## src/rtl/tilelink_ul_slave_mem_if.sv

```systemverilog
// TileLink-UL A/D channel pair.
//   master modport: drives the A channel and d_ready, observes a_ready and the D channel.
//   slave  modport: drives a_ready and the D channel, observes the A channel and d_ready.
interface tilelink_ul_slave_mem_if #(
    parameter int TL_ADDR_WIDTH   = 64,
    parameter int TL_DATA_WIDTH   = 64,
    parameter int TL_STRB_WIDTH   = TL_DATA_WIDTH / 8,
    parameter int TL_SOURCE_WIDTH = 3,
    parameter int TL_SINK_WIDTH   = 3,
    parameter int TL_OPCODE_WIDTH = 3,
    parameter int TL_PARAM_WIDTH  = 3,
    parameter int TL_SIZE_WIDTH   = 8
);
    // A channel
    logic                       a_valid;
    logic                       a_ready;
    logic [TL_OPCODE_WIDTH-1:0] a_opcode;
    logic [TL_PARAM_WIDTH-1:0]  a_param;
    logic [TL_ADDR_WIDTH-1:0]   a_address;
    logic [TL_SIZE_WIDTH-1:0]   a_size;
    logic [TL_STRB_WIDTH-1:0]   a_mask;
    logic [TL_DATA_WIDTH-1:0]   a_data;
    logic [TL_SOURCE_WIDTH-1:0] a_source;

    // D channel
    logic                       d_valid;
    logic                       d_ready;
    logic [TL_OPCODE_WIDTH-1:0] d_opcode;
    logic [TL_PARAM_WIDTH-1:0]  d_param;
    logic [TL_SIZE_WIDTH-1:0]   d_size;
    logic [TL_SINK_WIDTH-1:0]   d_sink;
    logic [TL_SOURCE_WIDTH-1:0] d_source;
    logic [TL_DATA_WIDTH-1:0]   d_data;
    logic                       d_error;

    modport master (
        output a_valid, a_opcode, a_param, a_address, a_size, a_mask, a_data, a_source,
        input  a_ready,
        input  d_valid, d_opcode, d_param, d_size, d_sink, d_source, d_data, d_error,
        output d_ready
    );

    modport slave (
        input  a_valid, a_opcode, a_param, a_address, a_size, a_mask, a_data, a_source,
        output a_ready,
        output d_valid, d_opcode, d_param, d_size, d_sink, d_source, d_data, d_error,
        input  d_ready
    );
endinterface

```

## src/rtl/tilelink_ul_slave_mem.sv

```systemverilog
// TileLink-UL memory slave: word-addressed RAM behind an A/D channel pair with a
// RESP_DEPTH-entry response FIFO so requests keep flowing while D is stalled.
// Supports Get / PutFullData / PutPartialData; out-of-range, misaligned,
// oversized and unsupported requests get an error response and bump err_count.
//   clk, rst    : clock, asynchronous active-high reset
//   bus         : A/D channel pair (slave modport)
//   resp_count  : number of responses currently queued
//   err_count   : saturating count of error responses generated
module tilelink_ul_slave_mem #(
    parameter int TL_ADDR_WIDTH   = 64,
    parameter int TL_DATA_WIDTH   = 64,
    parameter int TL_STRB_WIDTH   = TL_DATA_WIDTH / 8,
    parameter int TL_SOURCE_WIDTH = 3,
    parameter int TL_SINK_WIDTH   = 3,
    parameter int TL_OPCODE_WIDTH = 3,
    parameter int TL_PARAM_WIDTH  = 3,
    parameter int TL_SIZE_WIDTH   = 8,
    parameter int MEM_DEPTH       = 16,
    parameter logic [TL_ADDR_WIDTH-1:0] BASE_ADDR = '0,
    parameter int RESP_DEPTH      = 4,
    parameter logic [TL_SINK_WIDTH-1:0] SINK_ID = '0
) (
    input  logic                          clk,
    input  logic                          rst,
    tilelink_ul_slave_mem_if.slave        bus,
    output logic [$clog2(RESP_DEPTH):0]   resp_count,
    output logic [15:0]                   err_count
);
    localparam int OFF_W  = $clog2(TL_STRB_WIDTH);
    localparam int LANE_W = (OFF_W > 0) ? OFF_W : 1;
    localparam int IDX_W  = (MEM_DEPTH > 1) ? $clog2(MEM_DEPTH) : 1;
    localparam int PTR_W  = $clog2(RESP_DEPTH);
    localparam int CNT_W  = PTR_W + 1;
    localparam int RUN_W  = TL_STRB_WIDTH + 1;
    localparam logic [TL_ADDR_WIDTH-1:0] MEM_BYTES = TL_ADDR_WIDTH'(MEM_DEPTH * TL_STRB_WIDTH);

    localparam logic [TL_OPCODE_WIDTH-1:0] OP_PUT_FULL = TL_OPCODE_WIDTH'(0);
    localparam logic [TL_OPCODE_WIDTH-1:0] OP_PUT_PART = TL_OPCODE_WIDTH'(1);
    localparam logic [TL_OPCODE_WIDTH-1:0] OP_GET      = TL_OPCODE_WIDTH'(4);
    localparam logic [TL_OPCODE_WIDTH-1:0] OP_ACK      = TL_OPCODE_WIDTH'(0);
    localparam logic [TL_OPCODE_WIDTH-1:0] OP_ACK_DATA = TL_OPCODE_WIDTH'(1);

    typedef struct packed {
        logic [TL_OPCODE_WIDTH-1:0] opcode;
        logic [TL_SIZE_WIDTH-1:0]   size;
        logic [TL_SOURCE_WIDTH-1:0] source;
        logic [TL_DATA_WIDTH-1:0]   data;
        logic                       error;
    } resp_t;

    logic [TL_DATA_WIDTH-1:0] mem [MEM_DEPTH];
    resp_t                    q   [RESP_DEPTH];

    logic [PTR_W-1:0] wr_ptr, rd_ptr;
    logic [CNT_W-1:0] count;

    // request decode
    logic [TL_ADDR_WIDTH-1:0] off, align_mask;
    logic                     size_ok, aligned, in_range, is_put, is_get, legal;
    logic [IDX_W-1:0]         word_idx;
    logic [LANE_W-1:0]        lane_off;
    logic [RUN_W-1:0]         run;
    logic [TL_STRB_WIDTH-1:0] lane_mask, wr_be;
    logic                     push, pop, full, d_valid_i;
    resp_t                    new_resp, head;

    always_comb begin
        off        = bus.a_address - BASE_ADDR;
        size_ok    = (bus.a_size <= TL_SIZE_WIDTH'(OFF_W));
        // Only meaningful when size_ok; an oversized shift just yields garbage
        // that legal masks off.
        align_mask = (TL_ADDR_WIDTH'(1) << bus.a_size) - TL_ADDR_WIDTH'(1);
        aligned    = ((bus.a_address & align_mask) == '0);
        // BASE_ADDR is aligned to the window size, so checking the offset
        // against the window cannot overflow at the top of the address space.
        in_range   = (bus.a_address >= BASE_ADDR) && (off < MEM_BYTES);
        is_put     = (bus.a_opcode == OP_PUT_FULL) || (bus.a_opcode == OP_PUT_PART);
        is_get     = (bus.a_opcode == OP_GET);
        legal      = size_ok && aligned && in_range && (is_put || is_get);
        word_idx   = IDX_W'(off >> OFF_W);
        lane_off   = LANE_W'(off & TL_ADDR_WIDTH'(TL_STRB_WIDTH - 1));
        // run = 2^a_size contiguous ones, then slid to the starting lane
        run        = (RUN_W'(1) << (32'd1 << bus.a_size)) - RUN_W'(1);
        lane_mask  = TL_STRB_WIDTH'(run) << lane_off;
    end

    assign full      = (count == CNT_W'(RESP_DEPTH));
    assign d_valid_i = (count != '0);
    assign push      = bus.a_valid && !full;
    assign pop       = d_valid_i && bus.d_ready;
    assign wr_be     = (push && legal && is_put && !rst) ? (bus.a_mask & lane_mask) : '0;

    always_comb begin
        new_resp        = '0;
        new_resp.opcode = is_get ? OP_ACK_DATA : OP_ACK;
        new_resp.size   = bus.a_size;
        new_resp.source = bus.a_source;
        new_resp.error  = !legal;
        // Whole word is returned; bytes outside the lane mask come back as stored.
        if (legal && is_get)
            new_resp.data = mem[word_idx];
    end

    // RAM and queue payload carry no reset: a reset only clears the pointers.
    always_ff @(posedge clk) begin
        for (int b = 0; b < TL_STRB_WIDTH; b++) begin
            if (wr_be[b])
                mem[word_idx][8*b +: 8] <= bus.a_data[8*b +: 8];
        end
        if (push && !rst)
            q[wr_ptr] <= new_resp;
    end

    always_ff @(posedge clk or posedge rst) begin
        if (rst) begin
            wr_ptr    <= '0;
            rd_ptr    <= '0;
            count     <= '0;
            err_count <= '0;
        end else begin
            if (push) wr_ptr <= wr_ptr + PTR_W'(1);
            if (pop)  rd_ptr <= rd_ptr + PTR_W'(1);
            case ({push, pop})
                2'b10:   count <= count + CNT_W'(1);
                2'b01:   count <= count - CNT_W'(1);
                default: count <= count;
            endcase
            if (push && !legal && (err_count != 16'hFFFF))
                err_count <= err_count + 16'd1;
        end
    end

    assign head = q[rd_ptr];

    // D fields are forced to zero while the queue is empty so the reset state
    // is clean even though queue storage is not reset.
    assign bus.a_ready  = !full;
    assign bus.d_valid  = d_valid_i;
    assign bus.d_opcode = d_valid_i ? head.opcode : '0;
    assign bus.d_param  = '0;
    assign bus.d_size   = d_valid_i ? head.size   : '0;
    assign bus.d_sink   = SINK_ID;
    assign bus.d_source = d_valid_i ? head.source : '0;
    assign bus.d_data   = d_valid_i ? head.data   : '0;
    assign bus.d_error  = d_valid_i ? head.error  : 1'b0;
    assign resp_count   = count;

    logic unused_bits;
    assign unused_bits = ^{bus.a_param, run[TL_STRB_WIDTH]};
endmodule
```

## src/flat_wrapper.sv

```systemverilog
// flat-port wrapper written by rule: the top's interface ports become plain ports
module tilelink_ul_slave_mem_flat 
#(
    parameter int TL_ADDR_WIDTH   = 64,
    parameter int TL_DATA_WIDTH   = 64,
    parameter int TL_STRB_WIDTH   = TL_DATA_WIDTH / 8,
    parameter int TL_SOURCE_WIDTH = 3,
    parameter int TL_SINK_WIDTH   = 3,
    parameter int TL_OPCODE_WIDTH = 3,
    parameter int TL_PARAM_WIDTH  = 3,
    parameter int TL_SIZE_WIDTH   = 8,
    parameter int MEM_DEPTH       = 16,
    parameter logic [TL_ADDR_WIDTH-1:0] BASE_ADDR = '0,
    parameter int RESP_DEPTH      = 4,
    parameter logic [TL_SINK_WIDTH-1:0] SINK_ID = '0
)
  (clk, rst, resp_count, err_count, bus_a_valid, bus_a_opcode, bus_a_param, bus_a_address, bus_a_size, bus_a_mask, bus_a_data, bus_a_source, bus_a_ready, bus_d_valid, bus_d_opcode, bus_d_param, bus_d_size, bus_d_sink, bus_d_source, bus_d_data, bus_d_error, bus_d_ready);
  tilelink_ul_slave_mem_if #(.TL_ADDR_WIDTH(TL_ADDR_WIDTH), .TL_DATA_WIDTH(TL_DATA_WIDTH), .TL_STRB_WIDTH(TL_STRB_WIDTH), .TL_SOURCE_WIDTH(TL_SOURCE_WIDTH), .TL_SINK_WIDTH(TL_SINK_WIDTH), .TL_OPCODE_WIDTH(TL_OPCODE_WIDTH), .TL_PARAM_WIDTH(TL_PARAM_WIDTH), .TL_SIZE_WIDTH(TL_SIZE_WIDTH)) bus_i ();
  input  logic clk;
  input  logic rst;
  output logic [$clog2(RESP_DEPTH):0] resp_count;
  output logic [15:0] err_count;
  input wire logic [$bits(bus_i.a_valid)-1:0] bus_a_valid;
  input wire logic [$bits(bus_i.a_opcode)-1:0] bus_a_opcode;
  input wire logic [$bits(bus_i.a_param)-1:0] bus_a_param;
  input wire logic [$bits(bus_i.a_address)-1:0] bus_a_address;
  input wire logic [$bits(bus_i.a_size)-1:0] bus_a_size;
  input wire logic [$bits(bus_i.a_mask)-1:0] bus_a_mask;
  input wire logic [$bits(bus_i.a_data)-1:0] bus_a_data;
  input wire logic [$bits(bus_i.a_source)-1:0] bus_a_source;
  output wire logic [$bits(bus_i.a_ready)-1:0] bus_a_ready;
  output wire logic [$bits(bus_i.d_valid)-1:0] bus_d_valid;
  output wire logic [$bits(bus_i.d_opcode)-1:0] bus_d_opcode;
  output wire logic [$bits(bus_i.d_param)-1:0] bus_d_param;
  output wire logic [$bits(bus_i.d_size)-1:0] bus_d_size;
  output wire logic [$bits(bus_i.d_sink)-1:0] bus_d_sink;
  output wire logic [$bits(bus_i.d_source)-1:0] bus_d_source;
  output wire logic [$bits(bus_i.d_data)-1:0] bus_d_data;
  output wire logic [$bits(bus_i.d_error)-1:0] bus_d_error;
  input wire logic [$bits(bus_i.d_ready)-1:0] bus_d_ready;
  assign bus_i.a_valid = bus_a_valid;
  assign bus_i.a_opcode = bus_a_opcode;
  assign bus_i.a_param = bus_a_param;
  assign bus_i.a_address = bus_a_address;
  assign bus_i.a_size = bus_a_size;
  assign bus_i.a_mask = bus_a_mask;
  assign bus_i.a_data = bus_a_data;
  assign bus_i.a_source = bus_a_source;
  assign bus_a_ready = bus_i.a_ready;
  assign bus_d_valid = bus_i.d_valid;
  assign bus_d_opcode = bus_i.d_opcode;
  assign bus_d_param = bus_i.d_param;
  assign bus_d_size = bus_i.d_size;
  assign bus_d_sink = bus_i.d_sink;
  assign bus_d_source = bus_i.d_source;
  assign bus_d_data = bus_i.d_data;
  assign bus_d_error = bus_i.d_error;
  assign bus_i.d_ready = bus_d_ready;
  tilelink_ul_slave_mem #(.TL_ADDR_WIDTH(TL_ADDR_WIDTH), .TL_DATA_WIDTH(TL_DATA_WIDTH), .TL_STRB_WIDTH(TL_STRB_WIDTH), .TL_SOURCE_WIDTH(TL_SOURCE_WIDTH), .TL_SINK_WIDTH(TL_SINK_WIDTH), .TL_OPCODE_WIDTH(TL_OPCODE_WIDTH), .TL_PARAM_WIDTH(TL_PARAM_WIDTH), .TL_SIZE_WIDTH(TL_SIZE_WIDTH), .MEM_DEPTH(MEM_DEPTH), .BASE_ADDR(BASE_ADDR), .RESP_DEPTH(RESP_DEPTH), .SINK_ID(SINK_ID)) u_core (.clk(clk), .rst(rst), .bus(bus_i), .resp_count(resp_count), .err_count(err_count));
endmodule
```

## config.mk

```make
export PLATFORM = sky130hd
export DESIGN_NAME = tilelink_ul_slave_mem_flat
export DESIGN_NICKNAME = d
export VERILOG_FILES = /design/src/rtl/tilelink_ul_slave_mem_if.sv /design/src/rtl/tilelink_ul_slave_mem.sv /design/src/flat_wrapper.sv
export SDC_FILE = /design/constraint.sdc
export NUM_CORES = 1
export LEC_CHECK = 0
export CAP_MARGIN = 20
export CORE_ASPECT_RATIO = 1.5
export CORE_MARGIN = 2
export CORE_UTILIZATION = 40
export CTS_CLUSTER_DIAMETER = 80
export DETAILED_ROUTE_END_ITERATION = 7
export HOLD_SLACK_MARGIN = 0.02
export PLACE_DENSITY_LB_ADDON = 0.12
export REMOVE_ABC_BUFFERS = 1
export SETUP_SLACK_MARGIN = 0.15
export SYNTH_ARGS = -nofsm -noshare
export SYNTH_HDL_FRONTEND = slang
export SYNTH_SLANG_ARGS = --single-unit
```

## constraint.sdc

```tcl
create_clock -name clk -period 10.1 [get_ports clk]
set_clock_uncertainty 0.2 [all_clocks]
set_input_delay 2.02 -clock clk [delete_from_list [all_inputs] [get_ports clk]]
set_output_delay 2.02 -clock clk [all_outputs]
set_load 0.03 [all_outputs]
```

# After elaboration in Yosys (flattened, before gate mapping)
# Memory sizes are Yosys's and may differ from the RTL's.
# Cells that the tools add are included.
word_totals:
  regBits: 23
  inputBits: 157
  ram_bits: 1332
  mem_count: 2
  output_inout_bits: 106
classes:
  n_eq_ne: 6
  mux: 27
  n_lt_le_gt_ge: 3
  n_reduce_logical: 22
  addsub: 7
  n_shift: 4
  n_bitwise: 2
mem_list:
  columns: ["memory", "words", "width", "rd", "rd_clocked_by_memory_dff", "write_ports", "line_no", "rtl"]
  rows:
  - ["u_core.mem", 16, 64, 1, 0, 1, "tilelink_ul_slave_mem.sv:51", "logic [TL_DATA_WIDTH-1:0] mem [MEM_DEPTH];"]
  - ["u_core.q", 4, 77, 1, 0, 1, "tilelink_ul_slave_mem.sv:52", "resp_t q [RESP_DEPTH];"]
op_table:
  columns: ["cell", "count"]
  rows:
  - ["$mux 64", 2]
  - ["$and 64x64->64", 1]
  - ["$ge 64x1->1 const B", 1]
  - ["$logic_not 64->1", 1]
  - ["$lt 64x8->1 const B", 1]
  - ["$shl 1x8->64 const A", 1]
  - ["$sub 64x2->64 const B", 1]
  - ["$shl 1x32->8 const A", 1]
  - ["$shl 1x8->32 const A", 1]
  - ["$mux 1", 20]
  - ["$add 16x1->16 const B", 1]
  - ["$mux 8", 2]
  - ["$ne 16x16->1 const B", 1]
  - ["$logic_and 1x1->1", 13]
  - ["$and 8x8->8", 1]
  - ["$le 8x2->1 const B", 1]
  - ["$shl 8x3->8", 1]
  - ["$sub 8x2->8 const B", 1]
  - ["$eq 3x3->1 const B", 2]
  - ["$mux 3", 2]
  - ["$pmux 3 s2", 1]
  - ["$add 2x1->2 const B", 2]
  - ["$add 3x1->3 const B", 1]
  - ["$eq 3x1->1 const B", 1]
  - ["8 further kinds", 11]

# Logic depth before layout (Yosys ltp)
logic_depth:
  depth_word: 13
  mapped_depth: 13
  mapped_depth_nobuf: 10

# Least setup slack after synthesis
# Ideal clock, no wire load.
synth_timing:
  kind: "input to register"
  from: "input bus_a_size[3]"
  to: "memory u_core.mem[10][40] (enable)"
  cell_stages: 12
  t_required_ps: 9517
  arrival_ps: 5561
  slack_ps: 3955
  path_cell_list: "or3_4 or4_1 buf_2 ha_1 nand2_1 a311oi_1 or3_1 or4_4 nand4bb_4 nand3b_1 clkbuf_1 nor3_1"
synth_between:
  elab_chain_cells: 13
synth_rtl:
  columns: ["element", "line_no", "rtl"]
  rows:
  - ["start, declared", "flat_wrapper.sv:27", "input wire logic [$bits(bus_i.a_size)-1:0] bus_a_size;"]
  - ["$shl 1x8->64", "tilelink_ul_slave_mem.sv:72", "align_mask = (TL_ADDR_WIDTH'(1) << bus.a_size) - TL_ADDR_WIDTH'(1);"]
  - ["$sub 64x2->64", "tilelink_ul_slave_mem.sv:72", null]
  - ["$and 64x64->64", "tilelink_ul_slave_mem.sv:73", "aligned = ((bus.a_address & align_mask) == '0);"]
  - ["$logic_not 64->1", "tilelink_ul_slave_mem.sv:73", null]
  - ["$logic_and 1x1->1 (3 in a row)", "tilelink_ul_slave_mem.sv:79", "legal = size_ok && aligned && in_range && (is_put || is_get);"]
  - ["$logic_and 1x1->1 (3 in a row)", "tilelink_ul_slave_mem.sv:91", "assign wr_be = (push && legal && is_put && !rst) ? (bus.a_mask & lane_mask) : '0;"]
  - ["$mux 8 (*)", "tilelink_ul_slave_mem.sv:91", null]
  - ["$mux 1 (*)", "tilelink_ul_slave_mem.sv:107", "if (wr_be[b])"]
  - ["$mux 1 (not written as such) (*)", "tilelink_ul_slave_mem.sv:108", "mem[word_idx][8*b +: 8] <= bus.a_data[8*b +: 8];"]
  - ["end, declared", "tilelink_ul_slave_mem.sv:51", null]
# Mark *: on every way between the ends. The rest lies on a longest branch, timed or not.

# Worst setup path after layout
layout_timing:
  from: "input bus_a_size[2]"
  to: "memory u_core.mem[0][42] (enable)"
# Same word-level chain as after synthesis.

==> impl_metrics.toml <==
[run_status]
status = "completed"

[clock_network]
clock_path_buffers = 3
ctsResizeCount = 0
holdBufCountCts = 0
cts-root-buf = "clkbuf_16"
htreeDepth = 4
numCtsBuffers = 133
postCtsSetupRepairBufs = 0
tritoncts = "built"
clk_latency_ns = 0.75
numClockSinks = 1355
path_clk_slew_ns = 0.06

[worst_setup_path]
path_buf_inv = 2
r2r.worst_path.cells = 8
timing.critical_path.required_ns = 10.35
slowest_delay_ns = 0.89
cp_num_cells = 12
cp-start-kind = "input port"
cpMaxStageDelayCell = "nor3_1"
critPathTopFamily = "simple AND/OR/NAND/NOR gates"
crit_chain = "clkdlybuf4s50_1 -> or3_4 -> or4_1 -> ha_1 -> nand2_1 -> a311oi_1 -> or3_1 -> or4_4 -> nand4bb_4 -> nand3b_1 -> nor3_1 -> buf_4"
crit_fanout = 16
worstPathArrival_ns = 7.12
crit_type = "in2reg"
crit_path_end_kind = "register"

[pwr]
power_switching_w = 0.00338
sw_frac_of_total_pct = 25.6
p_per_area_nw_per_um2 = 215
power.internal_w = 0.00983
p_leak_nw = 19.2
p_comb_share_pct = 16.5
pwr-share-seq_pct = 48.5
clock_power_share_pct = 35.0
irDropWorstVdd_uv = 191

[global_route]
track_usage_pct = 18.2
grt_pass1_vias = 26100
grt_max_degree = 124
grt_first_pass_wirelength_um = 177000
grt_overflow = 0
antenna_found_initial = 14

[synth]
synth_top_area_share_pct = 75.6
yosysTopAreaCell = "edfxtp_1"
ys_seq_area_share_pct = 76.7
ys_types = 50
synth-edff-count = 1332
synth-main-ff-cell = "edfxtp_1"
synth_warnings = 0
synth-seq-cells = 1355
synth_area_um2 = 52900
synthArstFlopShare_pct = 1.70
syn_inst = 2359
synth_area_leaders = "edfxtp_1 76%, mux4_2 17%, dfrtp_1 1.1%"
syn_area_per_cell_um2 = 22.4

[route]
firstDrtPassIters = 5
via_per_inst = 5.38
wl_per_cell_um = 27.2
ant_nets = 0
routed-via-count = 24200
first_iter_violations = 2011
drc = 0
wl_um = 122000

[sta]
worstMarginPinSlew_ns = 1.03
setup_violations = 0
report.final.hold_viol_count = 0
fin_setup_tns_ns = 0
fin_hold_ws_ns = 0.294
layout_min_cycle_time_ns = 6.87
rsz0062_at_grt = "false"
period_share_pct = 68.0
max_freq_ghz = 0.146
final_max_slew_viol_count = 0
slew_headroom_pct = 31.2

[die]
fp-row-count = 163
fp.coreArea_um2 = 131000
die_h_um = 449
dieArea_um2 = 135000
fp.dieW_um = 301
ios = 263
start_util_pct = 40.3

[worst_hold_path]
hold_path.class = "reg2reg"
hold_depth = 1

[cells_and_area]
area_delta_synth_final_pct = 16.1
drive_above_1_share_pct = 23.4
regArea_um2 = 40600
nFillCells = 10900
fin_nets = 2822
multi_input_area_um2 = 11700

[placed_design]
place_hpwl_um = 78300
gp_congestion = 0.765
numPortBuffers = 251

[job]
cap_violations = 0
==> sequential cells by signal, summed over array words and instances (netlist names) <==
name / count
u_core.err_count: 16
u_core.mem: 1024
u_core.q: 308
u_core.resp_count: 3
u_core.rd_ptr: 2
u_core.wr_ptr: 2
==> metrics by stage <==
stage          worst slack, ns  instance area [um2]  utilization [%]  total power [W]  instances
6_report                  3.23                61400             46.8           0.0132       4495
5_1_grt                   2.90                61400             46.8           0.0137       4494
3_3_place_gp              2.44                57300             43.7          0.00874       4245
3_5_place_dp              2.50                57400             43.7          0.00877       4253
4_1_cts                   3.30                61400             46.8           0.0134       4493
2_1_floorplan             3.89                52400                -          0.00779       2230
==> metal layers <==
metal / vias to the layer above / global-route usage, % / wire length [um]
met1: 12800 / 21.4 / 45400
met3: 201 / 4.12 / 7530
met4: 12 / 5.43 / 3100
li1: 10400 / - / -
met2: 710 / 33.0 / 66100
met5: - / 0 / 66
==> layout by cell type (no fill, tap or decap), types with 3 or more instances in the layout <==
cell type | synthesis | final
edfxtp_1 | 1332 | 1332
mux4_2 | 397 | 397
clkdlybuf4s50_1 | 0 | 247
clkbuf_16 | 0 | 137
nor2_1 | 98 | 98
and2_1 | 86 | 82
nor2b_1 | 69 | 69
buf_4 | 8 | 39
clkbuf_1 | 100 | 32
clkinv_1 | 0 | 30
nor3_1 | 24 | 24
clkinv_2 | 0 | 23
dfrtp_1 | 23 | 21
inv_1 | 19 | 19
xnor2_1 | 19 | 19
nand4_1 | 17 | 17
nand2_1 | 16 | 16
nand3_1 | 15 | 15
nor4_1 | 13 | 13
and3_1 | 13 | 13
nor2_2 | 10 | 10
inv_6 | 0 | 10
and4_1 | 9 | 9
ha_1 | 8 | 8
conb_1 | 1 | 8
o21ai_0 | 5 | 5
or4_1 | 5 | 5
or3_1 | 5 | 4
xor2_1 | 4 | 4
and2_4 | 0 | 4
nand3b_1 | 3 | 3
mux2_2 | 3 | 3
a21oi_1 | 3 | 3
bufinv_16 | 0 | 3
clkinvlp_4 | 0 | 3
==> cell usage after synthesis (all sizes together) (2+ instances only) <==
cell type / number
and4: 9
and2: 86
nor3: 24
xor2: 4
edfxtp: 1332
a211oi: 2
o31ai: 2
nand4: 17
and3: 13
nand2b: 2
mux2: 3
a21oi: 3
nor4: 14
or4: 7
nand3: 15
mux4: 397
xnor2: 20
o21ai: 5
nor3b: 2
nand3b: 3
dfrtp: 23
inv: 19
mux2i: 2
nor2: 108
a211o: 2
nor2b: 69
ha: 8
nand2: 16
buf: 36
or3: 6
clkbuf: 100
==> layout make-up <==
cell class	instances	area share (%)
Clock inverter	71	0.750
Inverter	19	0.116
Antenna cell	2	0.00815
Multi-Input combinational cell	856	19.1
Sequential cell	1355	66.1
Timing Repair Buffer	291	4.63
Clock buffer	169	5.78
Tap cell	1732	3.53
==> power groups by stage <==
stage                     Clock, W  Sequential [W]  Combinational, W
after detailed placement         0         0.00654           0.00223
after global routing       0.00495         0.00643           0.00231
after floorplan                  0         0.00661           0.00118
after CTS                  0.00475         0.00642           0.00223
final                      0.00463         0.00641           0.00217
after global placement           0         0.00653           0.00221
==> logic make-up (layout without fill, tap and decap cells) <==
kind of cell / after synthesis / in the layout / synth area share [%]
compound gates: 20 / 20 / 0.274
xor+xnor: 24 / 24 / 0.411
fa+ha+maj: 9 / 9 / 0.227
buf+inv: 155 / 550 / 1.22
flops: 1355 / 1355 / 76.7
mux: 402 / 402 / 17.0
other cells: 1 / 10 / 0.00709
simple gates: 393 / 393 / 4.18
==> path summary, 6_finish.rpt <==
| kind | start | to | slack, ns |
|---|---|---|---|
| max | bus_a_size[2] | u_core.mem[0][42] | 3.23 |
| min | u_core.err_count[8] | u_core.err_count[8] | 0.29 |
| max reg2reg | u_core.resp_count[0] | u_core.mem[0][42] | 6.15 |
| min reg2reg | u_core.err_count[8] | u_core.err_count[8] | 0.29 |
| max in group asynchronous | rst | u_core.rd_ptr[0] | 7.47 |
| min in group asynchronous | rst | u_core.wr_ptr[0] | 1.61 |
Power figures use the tool's default switching activity.
